File: src/rtl/seq_det_param.sv
`default_nettype none
// ============================================================================
//  Module      : seq_det_param
//  Description : Parameterised serial sequence detector. Valid input bits are
//                shifted into a history register; once PAT_W bits have been
//                collected since the last restart, the newest PAT_W bits are
//                compared against a loadable pattern. A match produces a
//                registered one-cycle pulse and bumps a saturating counter.
//                Overlapping or non-overlapping matching is selected per
//                match via the overlap input.
//  Ports       : clk            - rising-edge clock
//                rst            - asynchronous active-low reset
//                din            - serial data bit
//                din_valid      - qualifies din
//                pattern        - target sequence, MSB is first bit received
//                load           - latch pattern, clear history
//                overlap        - 1 = overlapping matches allowed
//                count_clr      - synchronous clear of match_count
//                sequence_found - one-cycle match pulse (registered)
//                match_count    - saturating match counter (registered)
//  Revision    : 1.0 - initial release
// ============================================================================
module seq_det_param #(
    parameter int PAT_W = 4,
    parameter int CNT_W = 8
) (
    input  logic             clk,
    input  logic             rst,
    input  logic             din,
    input  logic             din_valid,
    input  logic [PAT_W-1:0] pattern,
    input  logic             load,
    input  logic             overlap,
    input  logic             count_clr,
    output logic             sequence_found,
    output logic [CNT_W-1:0] match_count
);

    // Fill counter only needs to reach PAT_W-1.
    localparam int               FILL_W   = $clog2(PAT_W);
    localparam logic [FILL_W-1:0] FILL_MAX = FILL_W'(PAT_W - 1);
    localparam logic [CNT_W-1:0]  CNT_MAX  = '1;

    logic [PAT_W-1:0] pat_q,   pat_d;
    logic [PAT_W-2:0] hist_q,  hist_d;
    logic [FILL_W-1:0] fill_q, fill_d;
    logic             found_q, found_d;
    logic [CNT_W-1:0] count_q, count_d;

    logic [PAT_W-1:0] w_window;
    logic             w_match;

    // Newest PAT_W bits including the bit being sampled on this edge.
    assign w_window = {hist_q, din};

    // A load cycle discards the incoming bit, so it can never match.
    assign w_match  = din_valid && !load && (fill_q == FILL_MAX) && (w_window == pat_q);

    always_comb begin
        pat_d   = pat_q;
        hist_d  = hist_q;
        fill_d  = fill_q;
        found_d = w_match;
        count_d = count_q;

        if (load) begin
            pat_d  = pattern;
            hist_d = '0;
            fill_d = '0;
        end else if (din_valid) begin
            hist_d = w_window[PAT_W-2:0];
            // Non-overlapping mode restarts collection after a match so the
            // next match needs a full fresh pattern's worth of bits.
            if (w_match && !overlap) begin
                fill_d = '0;
            end else if (fill_q != FILL_MAX) begin
                fill_d = fill_q + FILL_W'(1);
            end
        end

        // Clear takes priority over a coincident match.
        if (count_clr) begin
            count_d = '0;
        end else if (w_match && (count_q != CNT_MAX)) begin
            count_d = count_q + CNT_W'(1);
        end
    end

    always_ff @(posedge clk or negedge rst) begin
        if (!rst) begin
            pat_q   <= '1;
            hist_q  <= '0;
            fill_q  <= '0;
            found_q <= 1'b0;
            count_q <= '0;
        end else begin
            pat_q   <= pat_d;
            hist_q  <= hist_d;
            fill_q  <= fill_d;
            found_q <= found_d;
            count_q <= count_d;
        end
    end

    assign sequence_found = found_q;
    assign match_count    = count_q;

endmodule
`default_nettype wire

File: config.mk
export PLATFORM = sky130hd
export DESIGN_NAME = seq_det_param
export DESIGN_NICKNAME = d
export VERILOG_FILES = /design/src/rtl/seq_det_param.sv
export SDC_FILE = /design/constraint.sdc
export NUM_CORES = 1
export LEC_CHECK = 0
export ABC_AREA = 1
export CAP_MARGIN = 10
export CORE_UTILIZATION = 54
export DETAILED_ROUTE_END_ITERATION = 8
export PLACE_DENSITY = 0.83
export SYNTH_ARGS = -nofsm -noshare
export SYNTH_HDL_FRONTEND = slang
export SYNTH_SLANG_ARGS = --single-unit
File: constraint.sdc
create_clock -name clk -period 4.7 [get_ports clk]
set_clock_uncertainty 0.2 [all_clocks]
set_input_delay 0.705 -clock clk [delete_from_list [all_inputs] [get_ports clk]]
set_output_delay 0.705 -clock clk [all_outputs]
set_load 0.01 [all_outputs]
-- Yosys cells after proc, flatten, opt, wreduce, memory -nomap -nowiden
Cells that the tools add are included.
- $add $sub $neg: 2
- eq/ne operators: 4
- muxes and demuxes: 8
- reduce and logical (&&, ||, !) cells: 11
- operator list (operator ; number):
    $mux W8 ; 2
    $add A8 B1 Y8 const B ; 1
    $mux W2 ; 4
    $ne A8 B8 Y1 const B ; 1
    $mux W3 ; 2
    $logic_and A1 B1 Y1 ; 5
    $eq A4 B4 Y1 ; 1
    $reduce_bool A2 Y1 ; 2
    $reduce_bool A3 Y1 ; 1
    $add A2 B1 Y2 const B ; 1
    $eq A2 B2 Y1 const B ; 1
    $logic_not A1 Y1 ; 2
    $ne A2 B2 Y1 const B ; 1
    $reduce_and A2 Y1 ; 1
- bits in registers: 18
- output and inout bits: 9
- logic and storage cells: 30

-- Longest topological paths before layout
Gate-level depths: netlist (run 1).
- depth in word-level cells: 8
- mapped depth: 9
- depth with buffers taken out: 9

-- Worst setup path before layout (run 1)
No wires, ideal clock.
- kind: input to register
- start: input load
- end: register count_q[5], in the netlist match_count[5]
- library setup time: 0.074 ns
- arrival: 1.516 ns
- data required time: 4.426 ns
- slack: 2.910 ns
- stages on the path: 9
- path buffers: 1
- path through: buf_6 inv_6 nand3_2 nor2_2 and3_4 nand2_4 nand2_8 nand2_2 o21ai_2
- cells in the longest elaborated chain, start to end: 6
- RTL lines (element ; RTL line ; source):
    start, declared ; 32 ; input logic load,
    $logic_not A1 Y1 ; 57 ; assign w_match = din_valid && !load && (fill_q == FILL_MAX) && (w_window == pat_q);
    $logic_and A1 B1 Y1 (3 in a row) ; 57 ;
    net found_d ; 47 ; logic found_q, found_d;
    $logic_and A1 B1 Y1 ; 84 ; end else if (w_match && (count_q != CNT_MAX)) begin
    $reduce_bool A2 Y1 (no source line) ; n/a ;
    end signal, assigned ; 101 ; count_q <= count_d;
    end, declared ; 48 ; logic [CNT_W-1:0] count_q, count_d;
The timed path passes the listed nets, and every way through them passes these cells.
A chain may end at the register's enable or synchronous reset.

-- Final worst setup path (run 1)
- start: register count_q[0], in the netlist match_count[0]
- end: output match_count[0]
- RTL lines (element ; RTL line ; source):
    end, declared ; 36 ; output logic [CNT_W-1:0] match_count
No word-level cell between the ends.

==> results of run 1 <==
[cell families (layout without fill, tap and decap cells)]
| group | Yosys count | after routing | share of synthesized area |
|---|---|---|---|
| XOR/XNOR | 5 | 5 | 0.0432 |
| adder cells (fa/ha/maj) | 2 | 2 | 0.0247 |
| AO/OA/AOI/OAI | 8 | 8 | 0.0481 |
| buffers and inverters | 17 | 38 | 0.0789 |
| flip-flops | 18 | 18 | 0.449 |
| AND/OR/NAND/NOR | 73 | 73 | 0.356 |
[cells in the mapped netlist, types with 2 or more instances]
master	n	area [µm²]
xnor2_1	2	17.5
nor3_1	2	10.0
nor2_1	8	30.0
dfstp_2	4	105
xor2_1	3	26.3
nand4_1	2	12.5
nand3_1	13	65.1
ha_1	2	25.0
inv_1	14	52.6
o21ai_0	4	20.0
o22ai_1	2	12.5
nand3_2	4	40.0
nand2_1	38	143
nor2_2	2	12.5
dfrtp_1	14	350
[layout make-up]
| class | instances | share of cell area |
|---|---|---|
| inverter | 15 | 0.0489 |
| sequential | 18 | 0.363 |
| clock buffer | 4 | 0.0289 |
| multi-input combinational | 88 | 0.382 |
| timing repair buffer | 19 | 0.152 |
| tap | 25 | 0.0250 |
[report_power, final]
part           switching, mW  internal (mW)
Clock                 0.0477         0.0472
Sequential           0.00881          0.166
Combinational         0.0288         0.0244
Total                 0.0853          0.238
[per-stage QoR]
step,utilization,hold WS [ns]
final,0.718,0.280
after CTS,0.718,0.281
after global routing,0.718,0.302
after floorplan,-,0.209
after detailed placement,0.697,0.266
after global placement,0.697,0.266
[per-layer routing]
layer / vias to the layer above / track usage
li1: 439 / -
met3: 4 / 0.0240
met2: 36 / 0.342
met5: - / 0
met4: 0 / 0.0970
met1: 394 / 0.317
[flip-flops by register name (all words and copies together) (netlist names)]
name	flops
match_count	8
fill_q	2
sequence_found	1
pat_q	4
hist_q	3
[how the worst max path moves through the flow]
| stage | end | slack (ns) | cells after the start |
|---|---|---|---|
| 2_1_floorplan | match_count[5] | 2.91 | 9 |
| 3_3_place_gp | match_count[1] | 2.29 | 9 |
| 3_5_place_dp | match_count[0] | 2.20 | 9 |
| 4_1_cts | match_count[0] | 2.47 | 1 |
| 5_1_grt | match_count[0] | 2.39 | 9 |
| 6_report | match_count[0] | 2.46 | 1 |
==> run_results.csv, run 1 <==
group,metric,value,unit
power,ir_drop,0.000169,V
floorplanning,core,1750,µm²
route,ant_nets,0,
global_route,gr-usage-all-layers,0.222,
yosys,synth_cells,123,
sta,tightest_slew,0.760,ns
cells_and_area,final-seq-area,455,µm²
critical_path,slowest_stage,"clkdlybuf4s50_1",
sta,rsz0062_at_grt,"no",
critical_path,crit_fanout,5,
route,met3WireLength,98,µm
clock_tree,cts_htree_levels,1,
flow_run,drv_cap,0,
critical_path,end_kind,"output port",
critical_path,worstPathArrival,1.33,ns
cells_and_area,syn2layout_area_growth,23.6,%
critical_path,ff2ff_path_depth,8,
power,p_per_area,258,nW/µm²
route,wl_met1,915,µm
floorplanning,die_area,2060,µm²
floorplanning,num_rows,15,
route,drtIter0Drc,26,
route,wl,2010,µm
clock_tree,cts_sinks,18,
critical_path,cp_num_buf_inv,1,
critical_path,crit_path_max_incr_delay,0.58,ns
floorplanning,io_pins,20,
status,status,"finished clean",
cells_and_area,drive_gt1_frac,0.139,
clock_tree,cts_inserted_buffers,3,
cells_and_area,nNetsFinal,158,
yosys,yosysSeqAreaShare,0.449,
critical_path,cp-start-kind,"flip-flop",
clock_tree,clkTransAtPathRegs,0.10,ns
critical_path,reg2reg_slack,2.92,ns
sta,slew_viol_final,0,
critical_path,path_class,"flip-flop to output port",
sta,fin_setup_tns,0,ns
sta,layout_setup_ws,2.46,ns
route,routed.top_layer,"met4",
min_path,min_from,"pat_q[3]",
critical_path,critPathTopFamily,"buffers and inverters",
clock_tree,cts.repair.resized,0,
global_route,antenna_found_initial,0,
yosys,ys_async_sr_fraction,1.00,
sta,finalSetupViolCount,0,
cells_and_area,final_cell_mix,"38 x nand2_1, 19 x clkdlybuf4s50_1, 14 x inv_1, 14 x dfrtp_1, 13 x nand3_1",
yosys,synth_ff_type,"dfrtp_1",
min_path,hold_path.class,"flip-flop to flip-flop",
clock_tree,clkLatencyLatePin,0.29,ns
yosys,synthDistinctLibCells,24,
cells_and_area,layout_commonest_cell,"nand2_1",
route,drc_errors,0,
global_route,grt_max_degree,19,
cells_and_area,fin_cells,169,
clock_tree,clk_path_buf_depth,2,
cells_and_area,multi_input_area,479,µm²
critical_path,worstReg2RegStart,"match_count[0]",
critical_path,startpoint,"match_count[0]",
floorplanning,die_w,45.4,µm
clock_tree,ctsHoldBuffers,0,
yosys,syn_area,1010,µm²
sta,slew_headroom,0.492,
yosys,synth_enable_flop_cells,0,
placed_design,io_buffers,19,
sta,finalCriticalPeriod,2.24,ns
yosys,syn_avg_cell_area,8.25,µm²
route,dr_total_vias,873,
route,vias_per_cell,5.17,
clock_tree,cts_root_buf,"clkbuf_4",
global_route,grt_first_pass_wirelength,3210,µm
cells_and_area,diodes,0,
critical_path,cp_cell_sequence,"clkdlybuf4s50_1",
global_route,grt-ovfl-total,0,
clock_tree,post_cts_buffers,0,
clock_tree,cts_tree,"yes",
placed_design,place.gp.congestion,0.885,
placed_design,place_hpwl,1530,µm
route,dr.pass1.iters,4,
global_route,grt_pass1_vias,735,
critical_path,cp.required,3.80,ns
floorplanning,die_y,45.4,µm
power,power,323,µW
yosys,ys_warn_count,0,
power,power_leakage,0.600,nW
placed_design,dp_cells,165,
sta,finalHoldViolCount,0,
cells_and_area,final_area,1250,µm²
cells_and_area,n_fill_cell,121,
route,wl_per_cell,11.9,µm
floorplanning,initial_core_util,0.581,
yosys,synth-seq-cells,18,
route,wl_met2,971,µm
critical_path,reg2reg_to,"match_count[2]",
placed_design,place_area,1220,µm²
yosys,synth_fp_nets,136,
min_path,whs_path_depth,2,
placed_design,pre_cts_slack,2.20,ns
sta,clock.fmax,447,MHz
min_path,hold_end,"pat_q[3]",
sta,fin_crit_sh,0.476,
Power figures use the tool's default switching activity.
==> inputs of run 2 (changes only) <==
- CORE_UTILIZATION: 54 -> 50
- PLACE_DENSITY: 0.83 -> 0.78
- clock period: 4.7 -> 2.2 ns (I/O delays scaled with it)
==> run 2 against run 1 <==
Net effect:
- global-route usage decreased by 1.7 points
- register-to-register slack got worse by 2.4 ns
- clock power increased by 80%
- critical path depth unchanged
- total power increased by 100%
- sequential power increased by 110%
- cell count increased by 1.2%
- sequential share of layout area decreased by 0.14 points
- non-clock buffer count increased by 2
- worst setup slack got worse by 2.1 ns
- core utilization decreased by 2.7 points
==> run_results.csv, run 2 (synthesis gave the netlist of run 1 again) <==
group,metric,value,unit
sta,slew_viol_final,0,
route,routed.top_layer,"met4",
clock_tree,post_cts_buffers,0,
cells_and_area,layout_commonest_cell,"nand2_1",
route,wl_met2,837,µm
critical_path,path_class,"flip-flop to output port",
critical_path,crit_fanout,5,
global_route,gr-usage-all-layers,0.205,
clock_tree,cts_sinks,18,
placed_design,place_area,1230,µm²
cells_and_area,final_area,1260,µm²
placed_design,place_hpwl,1460,µm
sta,clock.fmax,541,MHz
floorplanning,die_y,47.1,µm
placed_design,pre_cts_slack,0.268,ns
route,dr.pass1.iters,4,
floorplanning,initial_core_util,0.557,
sta,tightest_slew,0.479,ns
sta,finalSetupViolCount,0,
cells_and_area,largest_reg_flops,8,
global_route,grt_pass1_vias,746,
floorplanning,num_rows,15,
route,wl,1850,µm
route,wl_per_cell,10.8,µm
clock_tree,clk_path_buf_depth,2,
critical_path,slowest_stage,"clkdlybuf4s50_1",
cells_and_area,diodes,0,
critical_path,cp.required,1.67,ns
clock_tree,cts_root_buf,"clkbuf_4",
sta,layout_setup_ws,0.351,ns
critical_path,end_kind,"output port",
critical_path,worstPathArrival,1.32,ns
sta,whs,0.151,ns
floorplanning,core,1820,µm²
power,p_per_area,523,nW/µm²
clock_tree,clkLatencyLatePin,0.29,ns
global_route,antenna_found_initial,0,
power,ir_drop,0.000497,V
sta,rsz0062_at_grt,"no",
floorplanning,io_pins,20,
min_path,hold_path.class,"input port to async pin",
critical_path,critPathTopFamily,"buffers and inverters",
critical_path,cp_num_buf_inv,1,
route,vias_per_cell,4.97,
sta,fin_setup_tns,0,ns
clock_tree,cts_htree_levels,1,
floorplanning,die_area,2210,µm²
clock_tree,ctsHoldBuffers,0,
clock_tree,cts_tree,"yes",
power,power_leakage,0.603,nW
cells_and_area,n_fill_cell,135,
clock_tree,clkTransAtPathRegs,0.10,ns
critical_path,crit_path_max_incr_delay,0.57,ns
floorplanning,die_w,47.1,µm
flow_run,drv_cap,0,
sta,fin_crit_sh,0.840,
cells_and_area,syn2layout_area_growth,24.0,%
route,dr_total_vias,850,
cells_and_area,drive_gt1_frac,0.144,
placed_design,dp_cells,167,
route,drtIter0Drc,18,
global_route,grt-ovfl-total,0,
sta,slew_headroom,0.681,
critical_path,cp_cell_sequence,"clkdlybuf4s50_1",
cells_and_area,final_cell_mix,"38 x nand2_1, 19 x clkdlybuf4s50_1, 14 x inv_1, 14 x dfrtp_1, 13 x nand3_1",
placed_design,io_buffers,19,
route,met3WireLength,111,µm
cells_and_area,nNetsFinal,160,
global_route,grt_first_pass_wirelength,3190,µm
sta,finalCriticalPeriod,1.85,ns
cells_and_area,fin_cells,171,
route,wl_met1,889,µm
route,drc_errors,0,
clock_tree,cts_inserted_buffers,3,
critical_path,cp-start-kind,"flip-flop",
placed_design,place.gp.congestion,0.916,
clock_tree,cts.repair.resized,0,
sta,finalHoldViolCount,0,
status,status,"finished clean",
global_route,grt_max_degree,19,
route,ant_nets,0,
run 2: per-layer routing:
layer | GRT usage | vias to the layer above
li1 | - | 442
met1 | 0.309 | 383
met2 | 0.297 | 23
met3 | 0.0346 | 2
met4 | 0.0686 | 0
met5 | 0 | -
run 2: worst paths after layout:
kind                           startpoint             end  slack [ns]  cells past startpoint
setup / recovery           match_count[0]  match_count[0]        0.35                      1
hold / removal                        rst  match_count[5]        0.15                      2
setup reg to reg           match_count[0]  match_count[4]        0.50                      8
hold reg to reg                  pat_q[3]        pat_q[3]        0.29                      2
max in group asynchronous             rst        pat_q[0]        1.39                      2
min in group clk                 pat_q[3]        pat_q[3]        0.29                      2
run 2: per-stage QoR:
step,total power [mW],util
after detailed placement,0.494,0.677
after CTS,0.662,0.691
after global placement,0.491,0.677
final,0.658,0.691
after floorplan,0.440,-
after global routing,0.698,0.691
run 2: area by class of cell:
| cell class | instances | area (µm²) | area share |
|---|---|---|---|
| Clock buffer | 4 | 26.3 | 0.0209 |
| Inverter | 15 | 61.3 | 0.0487 |
| Sequential cell | 18 | 455 | 0.362 |
| Timing Repair Buffer | 21 | 205 | 0.163 |
| Multi-Input combinational cell | 88 | 479 | 0.381 |
| Tap cell | 25 | 31.3 | 0.0249 |
run 2: report_power, final:
part	total (mW)	leakage (nW)	switching (mW)	internal, mW
registers	0.373	0.233	0.0182	0.355
clock network	0.171	0.0150	0.101	0.0704
logic	0.114	0.356	0.0594	0.0542
==> inputs of run 3 (changes only) <==
- clock period: 2.2 -> 1.87 ns (I/O delays scaled with it)
==> run 3 against run 2 <==
Net effect:
- critical path depth stayed put
- worst setup slack worse by 0.28 ns
- non-clock buffer count is 2 higher
- via count is 0.71% lower
- cell count is 1.2% higher
- sequential cell count stayed put
- combinational power is 20% higher
- first-iteration DRC count is 22% lower
- sequential share of layout area is 0.36 points lower
- critical path type unchanged
- largest cell class unchanged
- largest power group unchanged
- highest routed layer unchanged
==> run_results.csv, run 3 (synthesis gave the netlist of run 1 again) <==
group,metric,value,unit
status,status,"finished clean",
cells_and_area,final_cell_mix,"38 x nand2_1, 19 x clkdlybuf4s50_1, 14 x inv_1, 13 x nand3_1, 13 x dfrtp_1",
floorplanning,io_pins,20,
cells_and_area,n_fill_cell,166,
cells_and_area,nNetsFinal,162,
power,p_per_area,611,nW/µm²
sta,finalSetupViolCount,0,
route,ant_nets,0,
critical_path,worstReg2RegStart,"match_count[1]",
critical_path,crit_fanout,5,
critical_path,slowest_stage,"clkdlybuf4s50_1",
critical_path,crit_path_max_incr_delay,0.57,ns
critical_path,critPathTopFamily,"buffers and inverters",
clock_tree,cts_root_buf,"clkbuf_4",
route,drc_errors,0,
sta,slew_viol_final,0,
cells_and_area,fin_util,0.700,
placed_design,place.gp.congestion,0.917,
critical_path,cp-start-kind,"flip-flop",
sta,slew_headroom,0.673,
placed_design,io_buffers,19,
global_route,gr-usage-all-layers,0.207,
route,wl_per_cell,11.3,µm
power,power_leakage,0.611,nW
cells_and_area,drive_gt1_frac,0.162,
clock_tree,cts_htree_levels,1,
floorplanning,initial_core_util,0.557,
floorplanning,die_w,47.1,µm
route,dr_total_vias,844,
critical_path,path_depth,1,
critical_path,worstPathArrival,1.32,ns
clock_tree,cts_sinks,18,
clock_tree,cts_inserted_buffers,3,
sta,clock.fmax,557,MHz
global_route,grt_pass1_vias,715,
clock_tree,ctsHoldBuffers,0,
power,power,779,µW
sta,finalCriticalPeriod,1.80,ns
critical_path,end_kind,"output port",
route,dr.pass1.iters,4,
global_route,grt-ovfl-total,0,
critical_path,ff2ff_path_depth,8,
clock_tree,clkTransAtPathRegs,0.11,ns
critical_path,path_class,"flip-flop to output port",
sta,fin_setup_tns,0,ns
route,vias_per_cell,4.88,
sta,tightest_slew,0.489,ns
sta,rsz0062_at_grt,"no",
global_route,antenna_found_initial,0,
placed_design,pre_cts_slack,0.00408,ns
cells_and_area,syn2layout_area_growth,25.6,%
critical_path,startpoint,"match_count[6]",
route,drtIter0Drc,14,
floorplanning,die_area,2210,µm²
sta,fin_crit_sh,0.960,
flow_run,drv_cap,0,
cells_and_area,diodes,0,
cells_and_area,layout_commonest_cell,"nand2_1",
critical_path,reg2reg_slack,0.13,ns
sta,finalHoldViolCount,0,
floorplanning,core,1820,µm²
cells_and_area,largest_reg_flops,8,
route,wl,1960,µm
critical_path,cp_num_buf_inv,1,
power,ir_drop,0.000379,V
clock_tree,cts_tree,"yes",
placed_design,place_hpwl,1440,µm
critical_path,cp_cell_sequence,"clkdlybuf4s50_1",
critical_path,reg2reg_to,"match_count[3]",
floorplanning,die_y,47.1,µm
critical_path,cp.required,1.39,ns
clock_tree,clk_path_buf_depth,2,
clock_tree,clkLatencyLatePin,0.29,ns
min_path,hold_path.class,"input port to async pin",
floorplanning,num_rows,15,
global_route,grt_max_degree,19,
global_route,grt_first_pass_wirelength,3160,µm
sta,layout_setup_ws,0.0739,ns
## run 3: per-stage QoR
stage / instance area [µm²] / hold WS, ns / cells
after floorplan: 1010 / -0.215 / 123
after global placement: 1250 / 0.261 / 169
after detailed placement: 1250 / 0.285 / 169
after CTS: 1270 / 0.108 / 173
after global routing: 1270 / 0.121 / 173
final: 1270 / 0.102 / 173
## run 3: timing repair
item,in CTS,in global routing
buffers inserted,0,0
endpoints found under the setup margin,0,1
resized for setup,0,1
## run 3: layout make-up
class                      instances  area (µm²)  share of cell area
multi-input combinational         88         479               0.376
sequential                        18         457               0.358
timing repair buffer              23         220               0.173
inverter                          15        61.3              0.0481
tap                               25        31.3              0.0245
clock buffer                       4        26.3              0.0206
## run 3: how the worst max path moves through the flow
stage                           endpoint  slack, ns
after global routing      match_count[6]       0.01
after CTS                 match_count[2]       0.04
after global placement    match_count[0]       0.03
after detailed placement  match_count[6]      0.004
after floorplan           match_count[5]       0.32
final                     match_count[6]       0.07
## run 3: layer usage
layer	routed length, µm	vias to the layer above	share of wire	track usage
li1	-	446	-	-
met2	886	14	0.45	0.283
met3	52	2	0.027	0.0462
met5	0	-	0	0
met1	1010	382	0.51	0.312
met4	13	0	0.0066	0.0857
## run 3: power by group
| group | total, mW | switching [mW] | internal, mW |
|---|---|---|---|
| combinational | 0.137 | 0.0710 | 0.0663 |
| sequential | 0.440 | 0.0215 | 0.418 |
| clock | 0.202 | 0.119 | 0.0829 |
